File: src/rtl/taylor_frame_seq.sv
`default_nettype none
// ============================================================================
//  Module   : taylor_frame_seq
//  Purpose  : Frame sequencer around the floating-point processor core.
//             Collects NIN signed integer samples from an upstream
//             valid/ready stream, releases the processor from reset, serves
//             its one-hot input requests, captures its one-hot output strobes
//             and, once every output port has been written, holds the
//             processor in reset while the results are streamed downstream
//             in port order.
//  Ports    : clk, rst                 - clock, synchronous active-high reset
//             s_valid/s_data/s_ready   - upstream sample stream (port order)
//             m_valid/m_data/m_port/
//             m_last/m_ready           - downstream result stream
//             proc_rst                 - processor reset (active high)
//             io_in/req_in             - processor input path
//             io_out/out_en            - processor output path
//             busy, err_flags,
//             frame_cnt                - status
//  Options  : SEQ_TIMEOUT_EN - RUN-state watchdog of TMO cycles; on expiry
//             err_flags[2] is set and DRAIN is forced (unwritten ports
//             output 0). Undefined: no watchdog, err_flags[2] stays 0.
//  Revision : 1.0 - initial release
// ============================================================================
module taylor_frame_seq #(
    parameter int NIN  = 4,
    parameter int NOUT = 4,
    parameter int IW   = 19,
    parameter int OW   = 28,
    parameter int TMO  = 4096
) (
    input  logic                    clk,
    input  logic                    rst,
    input  logic                    s_valid,
    input  logic [IW-1:0]           s_data,
    output logic                    s_ready,
    output logic                    m_valid,
    output logic [OW-1:0]           m_data,
    output logic [$clog2(NOUT)-1:0] m_port,
    output logic                    m_last,
    input  logic                    m_ready,
    output logic                    proc_rst,
    output logic [IW-1:0]           io_in,
    input  logic [NIN-1:0]          req_in,
    input  logic [OW-1:0]           io_out,
    input  logic [NOUT-1:0]         out_en,
    output logic                    busy,
    output logic [2:0]              err_flags,
    output logic [15:0]             frame_cnt
);

    localparam int c_IDX_W  = (NIN > 1) ? $clog2(NIN) : 1;
    localparam int c_PORT_W = $clog2(NOUT);

    localparam logic [c_IDX_W-1:0]  c_IN_LAST   = c_IDX_W'(NIN - 1);
    localparam logic [c_PORT_W-1:0] c_PORT_LAST = c_PORT_W'(NOUT - 1);

    localparam logic [1:0] c_ST_LOAD  = 2'd0;
    localparam logic [1:0] c_ST_RUN   = 2'd1;
    localparam logic [1:0] c_ST_DRAIN = 2'd2;

    // ------------------------------------------------------------------
    // State
    // ------------------------------------------------------------------
    logic [1:0]          r_state;
    logic [c_IDX_W-1:0]  r_in_idx;
    logic [IW-1:0]       r_hold [NIN];
    logic [OW-1:0]       r_res  [NOUT];
    logic [NOUT-1:0]     r_cap;
    logic [c_PORT_W-1:0] r_port;
    logic                r_proc_rst;
    logic                r_s_ready;
    logic [2:0]          r_err;
    logic [15:0]         r_frame_cnt;

    logic [1:0]          w_state_nxt;
    logic                w_accept;
    logic                w_take;
    logic [NOUT-1:0]     w_cap_nxt;
    logic [NOUT-1:0]     w_cap_run;
    logic                w_cap_full;
    logic                w_run;
    logic                w_tmo_hit;
    logic                w_req_multi;
    logic                w_en_multi;
    logic [IW-1:0]       w_io_sel;

    assign w_run      = (r_state == c_ST_RUN);
    assign w_cap_run  = r_cap | out_en;
    assign w_cap_full = &w_cap_run;

    // x & (x-1) is non-zero exactly when more than one bit is set.
    assign w_req_multi = |(req_in & (req_in - {{(NIN-1){1'b0}}, 1'b1}));
    assign w_en_multi  = |(out_en & (out_en - {{(NOUT-1){1'b0}}, 1'b1}));

    // ------------------------------------------------------------------
    // Input path: lowest requested port wins; descending scan so the
    // last assignment made is the lowest set bit.
    // ------------------------------------------------------------------
    always_comb begin
        w_io_sel = '0;
        for (int k = NIN - 1; k >= 0; k--) begin
            if (req_in[k]) begin
                w_io_sel = r_hold[k];
            end
        end
    end

    assign io_in = w_run ? w_io_sel : '0;

    // ------------------------------------------------------------------
    // RUN-state watchdog
    // ------------------------------------------------------------------
`ifdef SEQ_TIMEOUT_EN
    localparam int c_TMO_W = ($clog2(TMO + 1) > 13) ? $clog2(TMO + 1) : 13;

    logic [c_TMO_W-1:0] r_tmo_cnt;

    // Held at zero outside RUN, so it restarts from zero on every RUN entry.
    // A hit on the TMO-th RUN cycle makes DRAIN the state TMO cycles after
    // RUN was entered.
    always_ff @(posedge clk) begin
        if (rst || !w_run) begin
            r_tmo_cnt <= '0;
        end else begin
            r_tmo_cnt <= r_tmo_cnt + c_TMO_W'(1);
        end
    end

    assign w_tmo_hit = w_run && (r_tmo_cnt == c_TMO_W'(TMO - 1));
`else
    // Watchdog compiled out; TMO is referenced only so the parameter list
    // stays identical between builds.
    assign w_tmo_hit = 1'b0 & (TMO > 0);
`endif

    // ------------------------------------------------------------------
    // Next-state logic
    // ------------------------------------------------------------------
    always_comb begin
        w_state_nxt = r_state;
        w_accept    = 1'b0;
        w_take      = 1'b0;
        w_cap_nxt   = r_cap;
        case (r_state)
            c_ST_LOAD: begin
                w_accept = s_valid && r_s_ready;
                if (w_accept && (r_in_idx == c_IN_LAST)) begin
                    w_state_nxt = c_ST_RUN;
                end
            end
            c_ST_RUN: begin
                // Completion is judged on the captures made this cycle.
                w_cap_nxt = w_cap_run;
                if (w_cap_full || w_tmo_hit) begin
                    w_state_nxt = c_ST_DRAIN;
                end
            end
            c_ST_DRAIN: begin
                w_take = m_ready;
                if (m_ready && (r_port == c_PORT_LAST)) begin
                    w_cap_nxt   = '0;
                    w_state_nxt = c_ST_LOAD;
                end
            end
            default: begin
                w_state_nxt = c_ST_LOAD;
            end
        endcase
    end

    // ------------------------------------------------------------------
    // Sequential state
    // ------------------------------------------------------------------
    always_ff @(posedge clk) begin
        if (rst) begin
            r_state     <= c_ST_LOAD;
            r_in_idx    <= '0;
            r_cap       <= '0;
            r_port      <= '0;
            r_proc_rst  <= 1'b1;
            r_s_ready   <= 1'b0;
            r_err       <= '0;
            r_frame_cnt <= '0;
            for (int i = 0; i < NIN; i++) begin
                r_hold[i] <= '0;
            end
            for (int j = 0; j < NOUT; j++) begin
                r_res[j] <= '0;
            end
        end else begin
            r_state <= w_state_nxt;
            r_cap   <= w_cap_nxt;

            // Registered from the next state so the processor reset and the
            // upstream ready change on the same edge as the state itself.
            r_proc_rst <= (w_state_nxt != c_ST_RUN);
            r_s_ready  <= (w_state_nxt == c_ST_LOAD);

            if (w_accept) begin
                r_hold[r_in_idx] <= s_data;
                r_in_idx         <= (r_in_idx == c_IN_LAST) ? '0
                                                            : r_in_idx + c_IDX_W'(1);
            end

            if (w_run) begin
                for (int j = 0; j < NOUT; j++) begin
                    if (out_en[j]) begin
                        r_res[j] <= io_out;
                    end
                end
            end

            if (w_take) begin
                if (r_port == c_PORT_LAST) begin
                    r_port      <= '0;
                    r_frame_cnt <= r_frame_cnt + 16'd1;
                end else begin
                    r_port <= r_port + c_PORT_W'(1);
                end
            end

            if (!w_run && (|req_in)) begin
                r_err[0] <= 1'b1;
            end
            if (w_run && (w_req_multi || w_en_multi)) begin
                r_err[1] <= 1'b1;
            end
            // A frame that completes on the very cycle the watchdog expires
            // is not reported as a timeout.
            if (w_tmo_hit && !w_cap_full) begin
                r_err[2] <= 1'b1;
            end
        end
    end

    // ------------------------------------------------------------------
    // Outputs
    // ------------------------------------------------------------------
    assign m_valid   = (r_state == c_ST_DRAIN);
    // Ports never written (watchdog drain) read as zero.
    assign m_data    = (m_valid && r_cap[r_port]) ? r_res[r_port] : '0;
    assign m_port    = r_port;
    assign m_last    = m_valid && (r_port == c_PORT_LAST);
    assign proc_rst  = r_proc_rst;
    assign s_ready   = r_s_ready;
    assign busy      = !((r_state == c_ST_LOAD) && (r_in_idx == '0));
    assign err_flags = r_err;
    assign frame_cnt = r_frame_cnt;

endmodule
`default_nettype wire

File: config.mk
export PLATFORM = sky130hd
export DESIGN_NAME = taylor_frame_seq
export DESIGN_NICKNAME = d
export VERILOG_FILES = /design/src/rtl/taylor_frame_seq.sv
export SDC_FILE = /design/constraint.sdc
export NUM_CORES = 1
export LEC_CHECK = 0
export ABC_CLOCK_PERIOD_IN_PS = 2500
export BUFFER_PORTS_ARGS = -buffer_cell sky130_fd_sc_hd__buf_2
export CAP_MARGIN = 10
export CORE_UTILIZATION = 55
export DETAILED_ROUTE_END_ITERATION = 12
export PLACE_DENSITY = 0.77
export SLEW_MARGIN = 20
export SYNTH_ARGS = -nofsm -noshare
export SYNTH_HDL_FRONTEND = slang
export SYNTH_SLANG_ARGS = --single-unit
File: constraint.sdc
create_clock -name clk -period 2.5 [get_ports clk]
set_clock_uncertainty 0.1 [all_clocks]
set_input_delay 0.375 -clock clk [delete_from_list [all_inputs] [get_ports clk]]
set_output_delay 0.375 -clock clk [all_outputs]
set_load 0.02 [all_outputs]
==> flow_summary.yaml, run 1 <==
clock_tree:
  cts_max_level: 1
  cts_tree: "done"
  clock-sinks: 220
  clock_latency_ns: 0.51
  hold_buffers: 0
  path_clk_slew_ns: 0.06
  clk_path_buf_depth: 3
  numCtsBuffers: 23
  cts_root_buf: "clkbuf_16"
layout:
  synthToLayoutAreaGrowth_pct: 17.80
  fillers: 1256
  drive_above_1_share_pct: 28.47
  post-route-util_pct: 66.82
  final_cell_mix: "edfxtp_1 (188), and3_1 (139), buf_2 (129)"
  mostFrequentLayoutCell: "edfxtp_1"
  fin_nets: 917
logic_synthesis:
  yosys_warnings: 0
  post_synth.cell_area_avg_um2: 13.65
  syn_area_mm2: 0.009913
  synthFlopType: "edfxtp_1"
  yosysTopAreaCell: "edfxtp_1"
  ys_seq_elements: 220
  ys_seq_area_share_pct: 63.41
  async_reset_ff_share_pct: 0
  synth_area_leaders: "edfxtp_1 (57%), and3_1 (8.9%), mux4_2 (6.6%), dfxtp_1 (6.5%), and2_1 (4.9%)"
  synth_cell_types: 52
  synthCells: 726
  synth_edf_count: 188
  synth_top_area_share_pct: 56.95
  syn_nets: 789
drt:
  firstDrtPassIters: 5
  drt.antenna.violating_nets: 0
  finalWirelength_um: 23770
  drc_errors: 0
  vias: 6670
  drt-wirelength-per-cell_um: 21.64
  vias_per_cell: 6.075
  dr.first_iter.drc_count: 520
worst_setup_path:
  path_class: "reg2out"
  critPathMaxStageDelay_ns: 0.53
  critical_path.endpoint_type: "output pin"
  worst_ep_required_time_ns: 2.03
  crit_chain: "clkbuf_16 -> mux4_2 -> and3_1 -> buf_2"
  path_max_fanout: 7
  slowest_stage: "mux4_2"
  worst_path_dominant_cell_family: "multiplexers"
  cp.arrival_ns: 1.99
  cp.buffers_inverters: 2
  cp-start-kind: "register"
power:
  combPwrFrac_pct: 4.8
  p_clk_share_pct: 42.9
  power_leakage_nw: 5.060
  swShare_pct: 20.89
  vdd_ir_drop_max_v: 0.0004400
  power.switching_mw: 1.653
  seqPwrFrac_pct: 52.4
  intPower_mw: 6.262
  p_per_area_mw_per_mm2: 677.8
grt:
  track_usage_pct: 25.49
  grt_pass1_vias: 6745
  grt_max_degree: 70
  grt_pass1_wl_um: 35740
  grt.overflow.total: 0
  antenna_found_initial: 3
floorplanning:
  fp-row-count: 48
  chipWidth_um: 136.3
  io_pins: 132
  die_area_mm2: 0.01857
  design.core.area_mm2: 0.01748
  chipHeight_um: 136.3
  initial_core_util_pct: 56.72
sta:
  tightest_slew_ns: 0.5720
  finalMaxSlewViolations: 0
  final.period_utilization_pct: 98.74
  finalHoldViolations: 0
  fin_crit_ns: 2.469
  finalSetupViolCount: 0
  setup_slack_ns: 0.03141
  rsz0062_at_grt: "true"
  fmax_ghz: 0.4051
  max_slew_margin_pct: 61.87
status:
  status: "finished, final reports clean"
job:
  cap_violations: 0
placement:
  dp_hpwl_um: 13970
  pre_cts_ws_ns: 0.3818
  place_congestion: 0.8338
  io_buffers: 130
min_path:
  hold_path.class: "in2reg"
-- power by group through the flow --
| stage | Clock (mW) | Sequential (mW) | Combinational (mW) |
|---|---|---|---|
| final | 3.39 | 4.14 | 0.377 |
| after CTS | 3.45 | 4.14 | 0.376 |
| after floorplan | 0 | 4.21 | 0.198 |
| after global placement | 0 | 4.21 | 0.361 |
| after global routing | 3.58 | 4.15 | 0.409 |
| after detailed placement | 0 | 4.22 | 0.374 |
-- cell usage after synthesis (all sizes together), types with 2 or more instances --
cell / n
clkbuf: 42
nand2b: 3
nor2b: 4
o22ai: 20
dfxtp: 32
a21oi: 12
nand4: 8
and2b: 2
a221oi: 18
edfxtp: 188
nor2: 26
and3: 141
mux2: 2
or2: 4
nor3: 29
and4: 2
ha: 4
and2: 77
mux4: 29
xnor2: 4
inv: 5
o21ai: 4
buf: 19
a21o: 5
nor4: 2
nand2: 12
or3: 5
maj3: 2
nand3: 6
xor2: 6
-- logic make-up after synthesis --
| logic type | share of synthesized area (%) |
|---|---|
| and+or+nand+nor | 20.24 |
| DFF | 63.41 |
| AOI/OAI and AO/OA | 4.620 |
| buffers and inverters | 3.281 |
| muxes | 6.816 |
| xor gates and xnor gates | 0.8835 |
| adders and majority gates | 0.7068 |
| other | 0.03783 |
-- per-stage QoR --
stage               cell area, um^2  setup TNS [ns]  hold WS [ns]  cells  power, mW
floorplan                      9913               0        0.3929    726      4.406
global placement              10780               0        0.3463   1048      4.571
detailed placement            10780               0        0.3612   1048      4.596
CTS                           11580         -0.1312       0.06328   1092      7.967
global route                  11670        -0.03365       0.07800   1097      8.146
finish                        11680               0       0.07872   1098      7.915
-- registers in the layout (all words and copies together), names as in the netlist, named ones only --
| signal | flops |
|---|---|
| r_state | 2 |
| r_res | 112 |
| r_in_idx | 2 |
| r_cap | 4 |
| frame_cnt | 16 |
| r_hold | 76 |
| proc_rst | 1 |
| err_flags | 2 |
| m_port | 2 |
| s_ready | 1 |
-- per-layer routing --
metal / vias to the layer above / track usage [%] / part of all wire (%)
li1: 3042 / - / -
met1: 3253 / 31.96 / 38
met2: 331 / 44.36 / 51
met3: 40 / 4.996 / 8.5
met4: 4 / 8.025 / 2.0
met5: - / 0 / 0.093
-- final cells by class --
type / count / area (um^2) / area share [%]
Multi-Input combinational cell: 442 / 3366 / 28.82
Inverter: 5 / 18.77 / 0.1607
Clock inverter: 13 / 138.9 / 1.189
Tap cell: 225 / 281.5 / 2.411
Sequential cell: 220 / 6295 / 53.91
Antenna cell: 2 / 5.005 / 0.04286
Clock buffer: 29 / 608.1 / 5.207
Timing Repair Buffer: 162 / 964.7 / 8.261
-- path summary, 6_finish.rpt --
kind	startpoint	to	slack (ns)	depth (start not counted)
max	register	m_data[18]	0.03	4
min	s_data[8]	r_hold[1][8]	0.08	2
max reg2reg	r_state[1]	r_hold[1][10]	0.36	5
min reg2reg	err_flags[1]	err_flags[1]	0.38	2
-- what timing repair did --
item | in CTS | in global routing
gates cloned | 2 | 3
hold endpoints to repair | 0 | 0
setup endpoints to repair | 29 | 29
pin swaps | 0 | 0
gates resized for setup | 6 | 6
buffers inserted | 0 | 1
Power figures use the tool's default switching activity.
==> run 2: changes to the inputs <==
--- a/config.mk
+++ b/config.mk
@@ -5,12 +5,12 @@
 export SDC_FILE = /design/constraint.sdc
 export NUM_CORES = 1
 export LEC_CHECK = 0
-export ABC_CLOCK_PERIOD_IN_PS = 2500
+export ABC_CLOCK_PERIOD_IN_PS = 2800
 export BUFFER_PORTS_ARGS = -buffer_cell sky130_fd_sc_hd__buf_2
 export CAP_MARGIN = 10
-export CORE_UTILIZATION = 55
+export CORE_UTILIZATION = 30
 export DETAILED_ROUTE_END_ITERATION = 12
-export PLACE_DENSITY = 0.77
+export GPL_ROUTABILITY_DRIVEN = 0
 export SLEW_MARGIN = 20
 export SYNTH_ARGS = -nofsm -noshare
 export SYNTH_HDL_FRONTEND = slang
==> constraint.sdc (replaced) <==
create_clock -name clk -period 2.8 [get_ports clk]
set_clock_uncertainty 0.1 [all_clocks]
set_input_delay 0.42 -clock clk [delete_from_list [all_inputs] [get_ports clk]]
set_output_delay 0.42 -clock clk [all_outputs]
set_load 0.02 [all_outputs]
==> run 2 against run 1 <==
Against the previous run: cell count rose by 19%; combinational power decreased by 9.5%; critical path type unchanged; register-to-register slack better by 0.29 ns; clock power barely moved; critical path depth did not move; power is 6.1% lower; utilization fell by 30 points; hold slack gained 0.028 ns; final area grew 2.0%; non-clock buffer count is 8 lower; via count is 3.2% lower.
==> flow_summary.yaml, run 2 (same netlist as run 1, synthesis figures left out) <==
floorplanning:
  initial_core_util_pct: 30.47
  fp-row-count: 66
  chipHeight_um: 183.8
  chipWidth_um: 183.8
  die_area_mm2: 0.03378
  io_pins: 132
  design.core.area_mm2: 0.03254
layout:
  post-route-util_pct: 36.62
  mostFrequentLayoutCell: "edfxtp_1"
  fin_nets: 911
  final_cell_mix: "edfxtp_1 (188), and3_1 (141), buf_2 (130)"
  drive_above_1_share_pct: 28.11
  largest-register: "r_res"
  synthToLayoutAreaGrowth_pct: 20.19
  largest_register_ffs: 112
  fillers: 3205
worst_setup_path:
  cp-start-kind: "register"
  worst_path_dominant_cell_family: "simple AND/OR/NAND/NOR gates"
  critPathMaxStageDelay_ns: 0.51
  slowest_stage: "dfxtp_1"
  cp.buffers_inverters: 1
  critical_path.endpoint_type: "output pin"
  path_max_fanout: 11
  cp.arrival_ns: 2.15
  worst_ep_required_time_ns: 2.28
  crit_chain: "and2b_1 -> o21ai_0 -> nor3_1 -> buf_2"
  path_class: "reg2out"
clock_tree:
  clock-sinks: 220
  numCtsBuffers: 26
  path_clk_slew_ns: 0.06
  clk_path_buf_depth: 3
  hold_buffers: 0
  cts_root_buf: "clkbuf_16"
  cts_tree: "done"
  clock_latency_ns: 0.52
  cts_max_level: 1
drt:
  drt.antenna.violating_nets: 0
  drc_errors: 0
  dr.first_iter.drc_count: 491
  drt-wirelength-per-cell_um: 19.21
  vias_per_cell: 4.924
  firstDrtPassIters: 4
  finalWirelength_um: 25180
  vias: 6456
status:
  status: "finished, final reports clean"
power:
  vdd_ir_drop_max_v: 0.0004476
  p_per_area_mw_per_mm2: 623.5
  power_leakage_nw: 5.055
  finalPower_mw: 7.429
sta:
  final.period_utilization_pct: 95.29
  finalSetupViolCount: 0
  max_slew_margin_pct: 59.90
  finalMaxSlewViolations: 0
  tightest_slew_ns: 0.6014
  setup_tns_ns: 0
  fin_crit_ns: 2.668
  rsz0062_at_grt: "false"
  fmax_ghz: 0.3748
  finalHoldViolations: 0
job:
  cap_violations: 0
grt:
  grt_pass1_vias: 6549
  antenna_found_initial: 1
  grt_pass1_wl_um: 37560
  grt_max_degree: 69
  grt.overflow.total: 0
  track_usage_pct: 14.44
min_path:
  hold_path.class: "in2reg"
placement:
  io_buffers: 130
  dp_hpwl_um: 14370
[run 2: cell count changes in the layout (fill, tap and decap cells not counted), moves of 2 or more]
cell / change
buf_4: -4
buf_6: -3
clkinvlp_4: +3
and3_1: +2
and3_4: -2
clkbuf_1: -2
clkbuf_16: +2
clkinv_2: +2
dfxtp_4: -2
[run 2: worst paths after layout]
kind	cells after the start	slack, ns	startpoint	endpoint
max	4	0.13	r_state[0]	io_in[17]
min	2	0.11	s_data[1]	r_hold[2][1]
max reg2reg	3	0.65	r_state[0]	r_hold[3][13]
min reg2reg	2	0.39	err_flags[1]	err_flags[1]
[run 2: repair_timing]
| item | CTS | global route |
|---|---|---|
| setup buffers | 0 | 0 |
| resized for setup | 0 | 2 |
| setup endpoints to repair | 0 | 24 |
[run 2: power breakdown]
group | internal (mW) | switching [mW]
clock network | 2.03 | 1.35
logic | 0.113 | 0.229
registers | 3.66 | 0.0355
total | 5.81 | 1.62
[run 2: per-layer routing]
layer	vias up	wire (um)	track usage (%)
li1	3032	-	-
met1	3199	11100	18.51
met2	188	12160	24.85
met3	37	1423	2.833
met4	0	501	3.700
met5	-	0	0
[run 2: final cells by class]
class	instances	area, um^2	share of cell area (%)
tap	442	553.0	4.641
sequential	220	6289	52.78
clock inverter	18	171.4	1.439
timing repair buffer	154	855.8	7.183
antenna	1	2.502	0.02100
clock buffer	30	686.9	5.765
inverter	5	18.77	0.1575
multi-input combinational	441	3338	28.02
[run 2: per-stage QoR]
step / worst slack (ns) / std cells / instance area, um^2 / hold WS (ns)
global route: 0.01559 / 1310 / 11910 / 0.09879
detailed placement: 0.5671 / 1261 / 11030 / 0.3619
global placement: 0.5927 / 1261 / 11030 / 0.3409
floorplan: 0.7198 / 726 / 9913 / 0.3929
CTS: 0.06541 / 1309 / 11890 / 0.08092
finish: 0.1320 / 1311 / 11920 / 0.1065
==> run 3: changes to the inputs <==
--- a/config.mk
+++ b/config.mk
@@ -5,7 +5,7 @@
 export SDC_FILE = /design/constraint.sdc
 export NUM_CORES = 1
 export LEC_CHECK = 0
-export ABC_CLOCK_PERIOD_IN_PS = 2800
+export ABC_CLOCK_PERIOD_IN_PS = 2850
 export BUFFER_PORTS_ARGS = -buffer_cell sky130_fd_sc_hd__buf_2
 export CAP_MARGIN = 10
 export CORE_UTILIZATION = 30
==> constraint.sdc (replaced) <==
create_clock -name clk -period 2.85 [get_ports clk]
set_clock_uncertainty 0.1 [all_clocks]
set_input_delay 0.4275 -clock clk [delete_from_list [all_inputs] [get_ports clk]]
set_output_delay 0.4275 -clock clk [all_outputs]
set_load 0.02 [all_outputs]
==> run 3 against run 2 <==
Against the previous run: clock power is 4% higher; cell count hardly changed; critical path depth down 1; sequential power fell by 2%; largest power group unchanged; highest routed layer is now met5.
==> flow_summary.yaml, run 3 (same netlist as run 1, synthesis figures left out) <==
drt:
  finalWirelength_um: 24640
  vias_per_cell: 4.856
  firstDrtPassIters: 4
  vias: 6362
  drt-wirelength-per-cell_um: 18.81
  dr.first_iter.drc_count: 448
  drc_errors: 0
  wl_met2_um: 11430
  top_layer_used: "met5"
  wl_met1_um: 11300
  dr_wl_met3_um: 1254
  drt.antenna.violating_nets: 0
grt:
  track_usage_pct: 14.55
  antenna_found_initial: 3
  grt_pass1_vias: 6328
  grt_max_degree: 69
  grt_pass1_wl_um: 37680
  grt.overflow.total: 0
clock_tree:
  numCtsBuffers: 26
  clk_path_buf_depth: 3
  cts_max_level: 1
  cts_root_buf: "clkbuf_16"
  clock_latency_ns: 0.53
  cts_setup_buffers: 0
  ctsResizeCount: 0
  cts_tree: "done"
  clock-sinks: 220
  path_clk_slew_ns: 0.06
  hold_buffers: 0
sta:
  finalSetupViolCount: 0
  fin_crit_ns: 2.685
  rsz0062_at_grt: "false"
  final.period_utilization_pct: 94.19
  finalMaxSlewViolations: 0
  tightest_slew_ns: 0.6025
  finalHoldViolations: 0
  setup_tns_ns: 0
  max_slew_margin_pct: 59.83
  fmax_ghz: 0.3725
job:
  cap_violations: 0
layout:
  drive_above_1_share_pct: 27.94
  largest-register: "r_res"
  fin_nets: 910
  synthToLayoutAreaGrowth_pct: 20.37
  final_cell_mix: "edfxtp_1 (188), and3_1 (141), buf_2 (130)"
  fillers: 3222
  mostFrequentLayoutCell: "edfxtp_1"
  largest_register_ffs: 112
  design_area_mm2: 0.01193
worst_setup_path:
  crit_chain: "mux4_2 -> and3_1 -> buf_2"
  cp.depth: 3
  critPathMaxStageDelay_ns: 0.79
  cp-start-kind: "register"
  path_max_fanout: 28
  reg2reg_depth: 4
  slowest_stage: "mux4_2"
  cp.arrival_ns: 2.16
  worst_ep_required_time_ns: 2.32
  worst_path_dominant_cell_family: "multiplexers"
  cp.buffers_inverters: 1
  path_class: "reg2out"
  critical_path.endpoint_type: "output pin"
floorplanning:
  die_area_mm2: 0.03378
  chipHeight_um: 183.8
  io_pins: 132
  chipWidth_um: 183.8
  fp-row-count: 66
  initial_core_util_pct: 30.47
  design.core.area_mm2: 0.03254
power:
  vdd_ir_drop_max_v: 0.0005273
  power_leakage_nw: 5.076
  p_per_area_mw_per_mm2: 627.5
min_path:
  hold_depth: 2
  hold_path.class: "in2reg"
placement:
  io_buffers: 130
  dp_hpwl_um: 14570
  postPlaceCellArea_mm2: 0.01102
status:
  status: "finished, final reports clean"
run 3: routing by layer:
layer  vias up  track usage (%)
met5         -                0
met4         2            3.800
met3        41            2.971
met2       165            23.77
met1      3138            19.60
li1       3016                -
run 3: path summary, 6_finish.rpt:
| check | startpoint | to | slack [ns] |
|---|---|---|---|
| max | m_port[0] | m_data[26] | 0.17 |
| min | s_data[7] | r_hold[2][7] | 0.11 |
| max reg2reg | r_state[0] | r_hold[1][13] | 0.71 |
| min reg2reg | err_flags[1] | err_flags[1] | 0.37 |
run 3: final cells by class:
| class | count | area (um^2) | share of cell area, % |
|---|---|---|---|
| sequential | 220 | 6291 | 52.72 |
| multi-input combinational | 440 | 3316 | 27.79 |
| timing repair buffer | 154 | 843.3 | 7.067 |
| clock buffer | 31 | 690.7 | 5.788 |
| tap | 442 | 553.0 | 4.635 |
| clock inverter | 16 | 215.2 | 1.803 |
| inverter | 5 | 18.77 | 0.1573 |
| antenna | 2 | 5.005 | 0.04194 |
run 3: report_power, final:
part	switching [mW]	internal (mW)
registers	0.0340	3.60
logic	0.223	0.109
clock network	1.34	2.18
run 3: worst reg2reg max path, stage by stage, from the launching register on:
cell and delay [ns]:
dfxtp_1 0.40, nor4bb_2 0.47, nand2b_4 0.14, nor3_4 0.13
or2_2 0.52
run 3: per-stage QoR:
stage | util [%] | worst slack (ns) | std cells | total power [mW] | hold slack, ns
floorplan | - | 0.7590 | 726 | 3.865 | 0.3929
global placement | 33.86 | 0.5568 | 1261 | 4.035 | 0.3417
detailed placement | 33.86 | 0.5684 | 1261 | 4.040 | 0.3553
CTS | 36.65 | 0.02974 | 1308 | 7.596 | 0.08458
global route | 36.66 | 0.04869 | 1308 | 7.719 | 0.1048
finish | 36.68 | 0.1655 | 1310 | 7.488 | 0.1080
